**src/rtl/card_deck.sv**
```systemverilog
// 52-card deck: deals undealt cards chosen by a 16-bit Galois LFSR with rejection sampling and linear probing.
// Optional macro CARD_DECK_ORDERED_EN deals in fixed order from a sequential counter instead.
module card_deck #(
  parameter logic [15:0] LFSR_SEED = 16'hACE1
) (
  input  logic       clk,
  input  logic       rst,
  input  logic       shuffle,
  input  logic       draw_req,
  output logic       card_valid,
  output logic [3:0] card_value,
  output logic [1:0] card_symbol,
  output logic       busy,
  output logic [5:0] cards_left,
  output logic       deck_empty,
  output logic       empty_err,
  output logic [1:0] dbg_state
);

  // Handshake: draw_req is sampled only while IDLE (busy low); card_valid is a
  // one-cycle pulse and card_value/card_symbol hold until the next delivery.

  typedef enum logic [1:0] {IDLE = 2'd0, GEN = 2'd1, PROBE = 2'd2, DELIVER = 2'd3} state_t;

  localparam logic [15:0] SEED = (LFSR_SEED == 16'h0000) ? 16'h0001 : LFSR_SEED;
  localparam logic [15:0] TAPS = 16'hB400;
  localparam logic [5:0]  DECK = 6'd52;

  state_t      state_q, state_d;
  logic [15:0] lfsr_q, lfsr_d;
  logic [51:0] used_q, used_d;
  logic [5:0]  idx_q, idx_d;
  logic [5:0]  left_q, left_d;
  logic [3:0]  value_q, value_d;
  logic [1:0]  symbol_q, symbol_d;
  logic        err_q, err_d;
  logic [1:0]  sym_w;
  logic [5:0]  rem_w;
  logic [3:0]  val_w;
`ifdef CARD_DECK_ORDERED_EN
  logic [5:0]  ord_q, ord_d;
`endif

  // idx -> (suit, value) by subtracting whole suits; no divider needed.
  always_comb begin
    sym_w = 2'd0;
    rem_w = idx_q;
    if (idx_q >= 6'd39) begin
      sym_w = 2'd3;
      rem_w = idx_q - 6'd39;
    end else if (idx_q >= 6'd26) begin
      sym_w = 2'd2;
      rem_w = idx_q - 6'd26;
    end else if (idx_q >= 6'd13) begin
      sym_w = 2'd1;
      rem_w = idx_q - 6'd13;
    end
    val_w = rem_w[3:0] + 4'd1;
  end

  always_comb begin
    lfsr_d   = {1'b0, lfsr_q[15:1]} ^ (lfsr_q[0] ? TAPS : 16'h0000);
    state_d  = state_q;
    used_d   = used_q;
    idx_d    = idx_q;
    left_d   = left_q;
    value_d  = value_q;
    symbol_d = symbol_q;
    err_d    = 1'b0;
`ifdef CARD_DECK_ORDERED_EN
    ord_d    = ord_q;
`endif
    if (shuffle) begin
      // Shuffle wins in every state and aborts any draw before its used bit is set.
      state_d = IDLE;
      used_d  = '0;
      left_d  = DECK;
`ifdef CARD_DECK_ORDERED_EN
      ord_d   = 6'd0;
`endif
    end else begin
      case (state_q)
        IDLE: begin
          if (draw_req) begin
            if (left_q == 6'd0) err_d = 1'b1;
            else                state_d = GEN;
          end
        end
        GEN: begin
`ifdef CARD_DECK_ORDERED_EN
          idx_d   = ord_q;
          state_d = PROBE;
`else
          if (lfsr_q[5:0] < DECK) begin
            idx_d   = lfsr_q[5:0];
            state_d = PROBE;
          end
`endif
        end
        PROBE: begin
          if (used_q[idx_q]) begin
            idx_d = (idx_q == 6'd51) ? 6'd0 : idx_q + 6'd1;
          end else begin
            used_d[idx_q] = 1'b1;
            left_d        = left_q - 6'd1;
            value_d       = val_w;
            symbol_d      = sym_w;
`ifdef CARD_DECK_ORDERED_EN
            ord_d         = ord_q + 6'd1;
`endif
            state_d       = DELIVER;
          end
        end
        DELIVER: state_d = IDLE;
        default: state_d = IDLE;
      endcase
    end
  end

  always_ff @(posedge clk or negedge rst) begin
    if (!rst) begin
      state_q  <= IDLE;
      lfsr_q   <= SEED;
      used_q   <= '0;
      idx_q    <= 6'd0;
      left_q   <= DECK;
      value_q  <= 4'd0;
      symbol_q <= 2'd0;
      err_q    <= 1'b0;
`ifdef CARD_DECK_ORDERED_EN
      ord_q    <= 6'd0;
`endif
    end else begin
      state_q  <= state_d;
      lfsr_q   <= lfsr_d;
      used_q   <= used_d;
      idx_q    <= idx_d;
      left_q   <= left_d;
      value_q  <= value_d;
      symbol_q <= symbol_d;
      err_q    <= err_d;
`ifdef CARD_DECK_ORDERED_EN
      ord_q    <= ord_d;
`endif
    end
  end

  assign card_valid  = (state_q == DELIVER);
  assign card_value  = value_q;
  assign card_symbol = symbol_q;
  assign busy        = (state_q != IDLE);
  assign cards_left  = left_q;
  assign deck_empty  = (left_q == 6'd0);
  assign empty_err   = err_q;
  assign dbg_state   = state_q;

endmodule

```
**config.mk**
```make
export PLATFORM = sky130hd
export DESIGN_NAME = card_deck
export DESIGN_NICKNAME = d
export VERILOG_FILES = /design/src/rtl/card_deck.sv
export SDC_FILE = /design/constraint.sdc
export NUM_CORES = 1
export LEC_CHECK = 0
export CORE_MARGIN = 4
export CORE_UTILIZATION = 40
export DETAILED_ROUTE_END_ITERATION = 12
export DONT_BUFFER_PORTS = 1
export PLACE_DENSITY = 0.64
export SYNTH_ARGS = -nofsm -noshare
export SYNTH_HDL_FRONTEND = slang
export SYNTH_SLANG_ARGS = --single-unit
```
**constraint.sdc**
```tcl
create_clock -name clk -period 4.5 [get_ports clk]
set_clock_uncertainty 0.2 [all_clocks]
set_input_delay 0.45 -clock clk [delete_from_list [all_inputs] [get_ports clk]]
set_output_delay 0.45 -clock clk [all_outputs]
set_load 0.005 [all_outputs]
```
Yosys cells after proc, flatten, opt, wreduce, memory -nomap -nowiden
Index checks and enable logic that the tools add are counted.

cells by class
  add/subtract/negate cells = 6
  magnitude comparators = 6
  equality and inequality tests = 11
  muxes and demuxes = 31
  bitwise operators = 4
  reductions and logical operators = 10

operators with widths
  cell                 count
  $mux 52              3
  $or 52x52->52        1
  $mux 6               6
  $mux 16              1
  $xor 15x16->16       1
  $mux 2               7
  $mux 4               3
  $ne 3x3->1 const B   4
  $pmux 6 s2           1
  $pmux 2 s4           1
  $reduce_and 4->1     2
  $sub 4x4->4 const B  2
  $lt 6x7->1 const B   1
  $mux 1               7
  $add 6x1->6 const B  1
  $bmux 1 s6           1
  $demux 1 s6          1
  $eq 6x6->1 const B   1
  $ge 6x1->1 const B   1
  $ge 6x4->1 const B   1
  $ge 6x5->1 const B   1
  $ge 6x6->1 const B   1
  $logic_not 6->1      1
  $lt 6x6->1 const B   1
  other kinds (12)     18

storage, ports and cells
  register bits after elaboration = 89
  bits of input ports = 4
  output and inout port bits = 18

Depth between registers and ports, before layout
Gate-level depths: netlist of the first run.

  depth in word-level cells = 8
  gate-level depth with buffers = 11
  gate-level depth less buffers = 9

Worst setup path before layout of the first run
OpenSTA, ideal clock, no wires.

  path kind = flip-flop to flip-flop
  from = register idx_q[0]
  to = register value_q[3] (netlist: card_value[3])
  library setup time = 120 ps
  arrival time = 2,552 ps
  data required time = 4,180 ps
  setup slack = 1,628 ps
  cell stages (with the launch flop) = 11
  path buffers = 2
  clock period less this slack = 2,872 ps
  path through = dfrtp_1 buf_6 buf_2 inv_1 ha_1 o311ai_2 mux2i_1 or3_1 a211oi_1 o211ai_1 a31o_2

between the ends
  word-level cells in the longest chain between the ends = 5
  elaborated cells on any way between the ends = 14

RTL lines
  item                                              line    RTL
  from (decl)                                       32      logic [5:0] idx_q, idx_d;
  from (signal assigned)                            137     idx_q <= idx_d;
  $ge 6x4->1 / $sub 4x4->4 (equally long branches)  54, 56
  $mux 4                                            54      end else if (idx_q >= 6'd13) begin
  $mux 4                                            51      end else if (idx_q >= 6'd26) begin
  $mux 4                                            48      if (idx_q >= 6'd39) begin
  $add 4x1->4                                       58      val_w = rem_w[3:0] + 4'd1;
  to (signal assigned)                              139     value_q <= value_d;
  to (decl)                                         34      logic [3:0] value_q, value_d;

Parallel ways exist; a longest one is shown, timed or not. The select of a mux whose other input is x is not followed.
A chain may end at the register's enable or synchronous reset.

Worst setup path in the final report of the first run
Same ends and word-level chain as after synthesis.

==> impl_metrics.yaml, run 1 <==
synthesis:
  synth_top_cell_by_area: "dfrtp_1"
  synth_edf_count: 0
  synth_seq_cells: 89
  synth_cell_types: 59
  synthArstFlopShare: 1.00
  synthTopCellsByCount: "dfrtp_1, nor2_1, nand2_1"
  synth.yosys.seq_area_share: 0.467
  avgSynthCellArea_um2: 10.7
  synth_top_area_share: 0.407
  syn_nets: 470
  synth_area_mm2: 0.00480
  synthCells: 450
  synth_area_leaders: "dfrtp_1, dfstp_2, mux4_2, ha_1, nor2_1"
  yosysMostFrequentCell: "dfrtp_1"
  synth_ff_type: "dfrtp_1"
  yosys_warnings: 0
sta:
  setup_viol_count_final: 0
  hold_viol: 0
  final.min_clock_period_ns: 3.61
  worst_slew_pin_slew_ns: 1.15
  timing.slew.headroom: 0.232
  setup_tns_ns: 0
  slew_viol_final: 0
  grt_setup_unrepaired: "false"
  hold_ws_ns: 0.0194
  fin_crit_sh: 0.803
  fmax_ghz: 0.277
floorplanning:
  coreArea_mm2: 0.0116
  fp.dieArea_mm2: 0.0138
  start_util: 0.415
  die_x_um: 118
  die_y_um: 118
  core.rowCount: 39
  io-pin-count: 22
setup_path:
  cp_slowest_cell: "dfrtp_1"
  path_max_fanout: 22
  worstSetupPathType: "flop to flop"
  crit_path_start_kind: "flop"
  worstPathArrival_ns: 3.65
  worstPathRequired_ns: 4.54
  cp-end-kind: "flop"
  cpPeakStageDelay_ns: 0.93
  path_cells: "inv_1 -> ha_1 -> o311ai_2 -> mux2i_1 -> or3_1 -> a211oi_1 -> o211ai_1 -> a31o_2"
grt:
  antenna_found_initial: 0
  grt_pass1_wl_um: 19700
  grt_overflow: 0
  grt_pass1_vias: 3662
  grt_max_degree: 90
  groute.usage.overall: 0.176
layout:
  drive_gt1_frac: 0.160
  area_delta_synth_final_pct: 10.0
  antenna_cells: 0
  final_nets: 460
  fillCellCount: 1055
clock_network:
  post_cts_resized: 0
  cts_sinks: 89
  root_buffer: "clkbuf_16"
  clockBufferDepth: 2
  numCtsBuffers: 9
  htreeDepth: 3
  worstSkewPairLatency_ns: 0.34
  cts_tree: "done"
  path_clk_slew_ns: 0.06
placement:
  dpl.hpwl_um: 7360
  io_buffers: 0
  gp_congestion: 0.825
detailed_routing:
  avgViaCountPerCell: 6.17
  route.detailed.drc: 0
  totalWireLength_um: 11900
  dr.pass1.iters: 6
  drt_iter0_drc: 242
  ant_nets: 0
  routedWlPerCell_um: 20.3
  num_vias: 3629
worst_hold_path:
  min_path_type: "input pin to flop"
power_and_ir_drop:
  power_density_mw_per_mm2: 429
  p_leak_uw: 0.00231
  ir_drop_v: 0.000197
run_status:
  outcome: "finished clean"
run:
  maxCapViolations: 0
## state kept, by name, indices dropped and copies added, names as in the netlist
register     cells
card_symbol      2
card_value       4
cards_left       6
dbg_state        2
empty_err        1
idx_q            6
lfsr_q          16
used_q          52
## repair_timing
action,CTS,global route
endpoints found under the hold margin,127,1
buffers inserted,0,0
hold buffers,6,2
## stage by stage
step,worst slack (ns),total power (uW),cell area [um2],std cells,utilization
after detailed placement,0.894,1420,4840,564,0.419
after global placement,0.991,1400,4840,564,0.419
after global routing,0.629,2370,5280,588,0.456
final,0.888,2260,5280,588,0.456
after CTS,0.886,2270,5260,586,0.455
after floorplan,1.63,1330,4800,450,-
## kinds of logic (layout without fill, tap and decap cells)
logic type | after synthesis | count (layout) | synth area share
XOR/XNOR | 5 | 5 | 0.00913
AND/OR/NAND/NOR | 147 | 147 | 0.150
AO/OA/AOI/OAI | 107 | 107 | 0.181
multiplexers | 32 | 32 | 0.0975
adder cells (fa/ha/maj) | 16 | 16 | 0.0417
buffers and inverters | 54 | 49 | 0.0532
flip-flops | 89 | 89 | 0.467
## report_power, final
group | internal [uW] | switching, uW
registers | 847 | 122
clock network | 503 | 321
logic | 203 | 267
total | 1550 | 710
## metal layers
metal | global-route usage | vias up | routed length (um)
met4 | 0.0659 | 0 | 267
met5 | 0 | - | 0
met1 | 0.247 | 1843 | 5470
li1 | - | 1644 | -
met2 | 0.267 | 122 | 5430
met3 | 0.0423 | 20 | 757
## final cells by class
| cell class | count | area [um2] | area share |
|---|---|---|---|
| inverters | 18 | 67.6 | 0.0128 |
| repair buffers | 15 | 160 | 0.0303 |
| well taps | 143 | 179 | 0.0339 |
| multi-input cells | 307 | 2300 | 0.436 |
| flip-flops and latches | 89 | 2240 | 0.425 |
| clock inverters | 6 | 90.1 | 0.0171 |
| clock buffers | 10 | 239 | 0.0453 |
## worst max-delay path: cells and delay by family, from the launching register on
family / cells / cell delay [ns]
AOI/OAI and AO/OA: 4 / 1.09
DFF: 1 / 0.93
and+or+nand+nor: 1 / 0.41
buffers and inverters: 1 / 0.34
adders and majority gates: 1 / 0.31
muxes: 1 / 0.22
## placed cells by master, fill, tap and decap left out, types with 10 or more instances in the layout
cell type,n
and3_1,11
dfrtp_1,78
mux2i_1,16
a31oi_1,21
nand3_1,13
dfstp_2,11
nor2_1,53
ha_1,16
o31ai_1,10
inv_1,16
nand2_1,35
a41oi_1,22
## worst paths after layout
check	startpoint	endpoint	slack [ns]	depth (start not counted)
worst min-delay path	shuffle	used_q[13]$_DFFE_PN0P_	0.02	1
min in group asynchronous	rst	used_q[40]$_DFFE_PN0P_	0.48	2
max in group asynchronous	rst	lfsr_q[7]$_DFF_PN1_	3.24	2
worst max register to register	idx_q[0]$_DFFE_PN0P_	card_value[3]$_DFFE_PN0P_	0.89	8
worst max-delay path	idx_q[0]$_DFFE_PN0P_	card_value[3]$_DFFE_PN0P_	0.89	8
worst min register to register	lfsr_q[8]$_DFF_PN0_	lfsr_q[7]$_DFF_PN1_	0.15	0
(Power assumes the default switching activity.)
==> inputs of run 2 (changes only) <==
clock period = 3.5 ns   (was 4.5 ns; I/O delays follow)
==> run 2 against run 1 <==
- count of clock-buffer cells in the layout unchanged
- die area is the same
- design area increased by 0.38%
- critical path type unchanged
- largest power group unchanged
==> impl_metrics.yaml, run 2 (same netlist as run 1, synthesis figures left out) <==
run_status:
  outcome: "finished clean"
sta:
  hold_ws_ns: 0.0427
  hold_viol: 0
  timing.slew.headroom: 0.329
  setup_viol_count_final: 0
  final.min_clock_period_ns: 3.19
  fin_crit_sh: 0.913
  worst_slew_pin_slew_ns: 0.998
  slew_viol_final: 0
  fmax_ghz: 0.313
  setup_tns_ns: 0
  grt_setup_unrepaired: "false"
power_and_ir_drop:
  total_power_uw: 2890
  ir_drop_v: 0.000346
  power_density_mw_per_mm2: 545
  p_leak_uw: 0.00234
clock_network:
  path_clk_slew_ns: 0.06
  numCtsBuffers: 9
  clockBufferDepth: 2
  htreeDepth: 3
  cts_tree: "done"
  root_buffer: "clkbuf_16"
  cts_sinks: 89
  worstSkewPairLatency_ns: 0.35
layout:
  area_delta_synth_final_pct: 10.5
  finish.utilization: 0.458
  largest_registers: "used_q x52, lfsr_q x16"
  layout_common_cells: "dfrtp_1, nor2_1, nand2_1"
  final_nets: 464
  final_common_cell: "dfrtp_1"
  antenna_cells: 0
  regMostFlops: "used_q"
  drive_gt1_frac: 0.176
  largest_register_ffs: 52
setup_path:
  path_cells: "inv_1 -> ha_1 -> o311ai_2 -> mux2i_1 -> or3_1 -> a211oi_1 -> o211ai_1 -> a31o_2"
  crit_family: "compound AO/OA/AOI/OAI gates"
  worst-path-buf-inv: 1
  worstPathArrival_ns: 3.23
  cpPeakStageDelay_ns: 0.62
  worstSetupPathType: "flop to flop"
  path_max_fanout: 12
  worstPathRequired_ns: 3.54
  cp-end-kind: "flop"
  crit_path_start_kind: "flop"
  cp_slowest_cell: "dfrtp_1"
grt:
  grt_pass1_vias: 3576
  grt_pass1_wl_um: 19400
  antenna_found_initial: 0
  grt_max_degree: 90
  grt_overflow: 0
  groute.usage.overall: 0.174
floorplanning:
  start_util: 0.415
  die_y_um: 118
  fp.dieArea_mm2: 0.0138
  die_x_um: 118
  coreArea_mm2: 0.0116
  io-pin-count: 22
  core.rowCount: 39
detailed_routing:
  routedWlPerCell_um: 19.5
  dr.pass1.iters: 5
  num_vias: 3574
  totalWireLength_um: 11500
  avgViaCountPerCell: 6.04
  drt_iter0_drc: 330
  ant_nets: 0
  route.detailed.drc: 0
placement:
  gp_congestion: 0.858
  io_buffers: 0
  dpl.hpwl_um: 7510
worst_hold_path:
  min_path_type: "input pin to flop"
run:
  maxCapViolations: 0
-- run 2: cell count changes in the layout (fill, tap and decap cells not counted), sizes merged --
cell / previous run / this run
buf: 9 / 17
clkinvlp: 1 / 0
dlygate4sd3: 6 / 2
inv: 17 / 19
bufinv: 2 / 1
-- run 2: path summary, 6_finish.rpt --
path                                      start                    endpoint  slack, ns  cells after the start
setup / recovery           idx_q[0]$_DFFE_PN0P_   card_value[3]$_DFFE_PN0P_       0.31                      8
hold / removal                          shuffle   cards_left[3]$_DFFE_PN0P_       0.04                      2
setup reg to reg           idx_q[0]$_DFFE_PN0P_   card_value[3]$_DFFE_PN0P_       0.31                      8
hold reg to reg            lfsr_q[12]$_DFF_PN0_        lfsr_q[11]$_DFF_PN1_       0.15                      0
max in group asynchronous                   rst         lfsr_q[6]$_DFF_PN1_       2.31                      2
min in group asynchronous                   rst  card_symbol[0]$_DFFE_PN0P_       0.41                      2
-- run 2: power by group --
group | switching (uW) | total (uW) | internal (uW)
clock | 414 | 994 | 580
sequential | 90.7 | 1180 | 1090
combinational | 418 | 710 | 291
total | 924 | 2890 | 1960
-- run 2: cell type report --
type	count	area (um2)
fill	1057	6270
clock inverter	6	70.1
inverter	18	67.6
multi-input combinational	307	2300
tap	143	179
timing repair buffer	19	200
sequential	89	2240
clock buffer	10	239
-- run 2: per-stage QoR --
step                      worst slack [ns]  instance area [um2]  cells
after CTS                            0.323                 5300    592
after floorplan                      0.628                 4800    450
after global routing                 0.117                 5300    592
after detailed placement             0.337                 4910    572
after global placement               0.455                 4910    572
final                                0.305                 5300    592
-- run 2: what timing repair did --
| action | 4_1_cts | 5_1_grt |
|---|---|---|
| buffers inserted | 0 | 0 |
| hold endpoints to repair | 147 | 0 |
| resized for setup | 0 | 0 |
| hold buffers | 4 | 0 |
-- run 2: metal layers --
| layer | part of all wire | vias up | track usage |
|---|---|---|---|
| met2 | 0.47 | 112 | 0.265 |
| met5 | 0 | - | 0 |
| met4 | 0.017 | 0 | 0.0645 |
| met3 | 0.056 | 17 | 0.0437 |
| li1 | - | 1653 | - |
| met1 | 0.46 | 1792 | 0.241 |
-- run 2: worst reg2reg max path, cell delays in order, from the launching register on --
cell and delay, ns:
dfrtp_1 0.62, inv_1 0.25, ha_1 0.27, o311ai_2 0.38
mux2i_1 0.23, or3_1 0.41, a211oi_1 0.34, o211ai_1 0.15
a31o_2 0.25
==> inputs of run 3 (changes only) <==
clock period = 2.95 ns   (was 3.5 ns; I/O delays follow)
==> run 3 against run 2 <==
- global-route usage increased by 0.48 points
- final cell count increased by 2.4%
- power increased by 17%
- count of clock-buffer cells in the layout decreased by 1
- critical path depth unchanged
- combinational power increased by 23%
- first-iteration DRC count decreased by 32%
- fmax increased by 10%
- critical endpoint is now card_value[1]$_DFFE_PN0P_
==> impl_metrics.yaml, run 3 (same netlist as run 1, synthesis figures left out) <==
run_status:
  outcome: "finished clean"
sta:
  setup_tns_ns: 0
  slew_viol_final: 0
  fin_crit_sh: 0.981
  worst_slew_pin_slew_ns: 0.905
  hold_viol: 0
  setup_viol_count_final: 0
  hold_ws_ns: 0.00229
  grt_setup_unrepaired: "false"
  final.min_clock_period_ns: 2.89
  timing.slew.headroom: 0.392
  fmax_ghz: 0.346
floorplanning:
  fp.dieArea_mm2: 0.0138
  die_x_um: 118
  coreArea_mm2: 0.0116
  die_y_um: 118
  core.rowCount: 39
  io-pin-count: 22
  start_util: 0.415
setup_path:
  worstPathRequired_ns: 2.98
  worstSetupPathType: "flop to flop"
  r2r_cells: 8
  crit_path_end: "card_value[1]$_DFFE_PN0P_"
  path_max_fanout: 14
  rr_startpoint: "idx_q[1]$_DFFE_PN0P_"
  cp-end-kind: "flop"
  reg2reg_slack_ns: 0.06
  critPathLaunch: "idx_q[1]$_DFFE_PN0P_"
  regToRegEndpoint: "card_value[1]$_DFFE_PN0P_"
  crit_path_start_kind: "flop"
  worstPathArrival_ns: 2.92
layout:
  largest_registers: "used_q x52, lfsr_q x16"
  fillCellCount: 1037
  area_delta_synth_final_pct: 12.2
  antenna_cells: 0
  seq_area_mm2: 0.00225
  final_common_cell: "dfrtp_1"
  regMostFlops: "used_q"
  fin_area_mm2: 0.00538
  largest_register_ffs: 52
  final_nets: 478
  multi_input_area_mm2: 0.00231
  drive_gt1_frac: 0.207
  layout_common_cells: "dfrtp_1, nor2_1, nand2_1"
power_and_ir_drop:
  power_density_mw_per_mm2: 627
  p_switching_uw: 1120
  p_comb_frac: 0.259
  p_leak_uw: 0.00238
  clockPowerShare: 0.320
  pwr-share-seq: 0.422
  switching_share: 0.333
  ir_drop_v: 0.000312
  intPower_uw: 2250
clock_network:
  clockBufferDepth: 2
  root_buffer: "clkbuf_16"
  htreeDepth: 3
  numCtsBuffers: 9
  worstSkewPairLatency_ns: 0.34
  cts_sinks: 89
  path_clk_slew_ns: 0.06
  cts_tree: "done"
detailed_routing:
  routedWlPerCell_um: 19.6
  totalWireLength_um: 11900
  avgViaCountPerCell: 5.98
  dr.pass1.iters: 5
  ant_nets: 0
  route.detailed.drc: 0
  drt_iter0_drc: 223
  num_vias: 3625
grt:
  groute.usage.overall: 0.179
  grt_max_degree: 90
  grt_overflow: 0
  antenna_found_initial: 0
  grt_pass1_wl_um: 20000
  grt_pass1_vias: 3692
worst_hold_path:
  worstHoldPathCells: 2
  min_path_type: "input pin to flop"
  min_from: "shuffle"
placement:
  gp_congestion: 0.955
  dpl.hpwl_um: 8250
  placed_area_mm2: 0.00502
  io_buffers: 0
run:
  maxCapViolations: 0
run 3: worst min-delay path by stage:
stage / slack, ns / to
6_report: 0.002 / dbg_state[0]$_DFFE_PN0P_
5_1_grt: 0.0006 / dbg_state[0]$_DFFE_PN0P_
2_1_floorplan: -0.20 / card_symbol[0]$_DFFE_PN0P_
3_3_place_gp: -0.19 / used_q[41]$_DFFE_PN0P_
4_1_cts: 0.0006 / dbg_state[0]$_DFFE_PN0P_
3_5_place_dp: -0.20 / used_q[32]$_DFFE_PN0P_
run 3: repair_timing:
item	4_1_cts	5_1_grt
gates resized for setup	1	3
endpoints found under the hold margin	148	0
cloned	0	0
setup buffers	0	0
hold buffers	4	0
endpoints found under the setup margin	3	26
run 3: through the flow:
| step | setup WS, ns | power, uW | std cells | util |
|---|---|---|---|---|
| 4_1_cts | 0.0538 | 3380 | 606 | 0.465 |
| 2_1_floorplan | 0.0776 | 2020 | 450 | - |
| 3_5_place_dp | -0.0494 | 2250 | 586 | 0.434 |
| 3_3_place_gp | -0.00312 | 2240 | 586 | 0.434 |
| 6_report | 0.0569 | 3370 | 606 | 0.465 |
| 5_1_grt | 0.0165 | 3550 | 606 | 0.465 |
run 3: routing by layer:
layer | track usage | part of all wire | up-vias
met5 | 0 | 0 | -
met4 | 0.0703 | 0.021 | 0
met3 | 0.0356 | 0.044 | 23
met2 | 0.275 | 0.47 | 90
met1 | 0.249 | 0.47 | 1825
li1 | - | - | 1687
run 3: critical path, stage by stage, from the launching register on:
cell      delay [ns]
dfrtp_4         0.58
ha_1            0.23
o311ai_2        0.42
mux2i_1         0.19
buf_4           0.18
o21ai_0         0.29
nand2_1         0.13
ha_1            0.31
mux2_4          0.26
run 3: area by class of cell:
| type | instances | share of cell area |
|---|---|---|
| tap | 143 | 0.0332 |
| timing repair buffer | 33 | 0.0567 |
| clock buffer | 9 | 0.0418 |
| multi-input combinational | 307 | 0.429 |
| clock inverter | 7 | 0.00976 |
| inverter | 18 | 0.0126 |
| sequential | 89 | 0.417 |
run 3: power groups by stage:
| stage | clock network (uW) | registers [uW] | logic (uW) |
|---|---|---|---|
| after floorplan | 0 | 1370 | 650 |
| after global placement | 0 | 1440 | 802 |
| after detailed placement | 0 | 1440 | 815 |
| after CTS | 1100 | 1420 | 863 |
| after global routing | 1160 | 1440 | 948 |
| final | 1080 | 1420 | 872 |
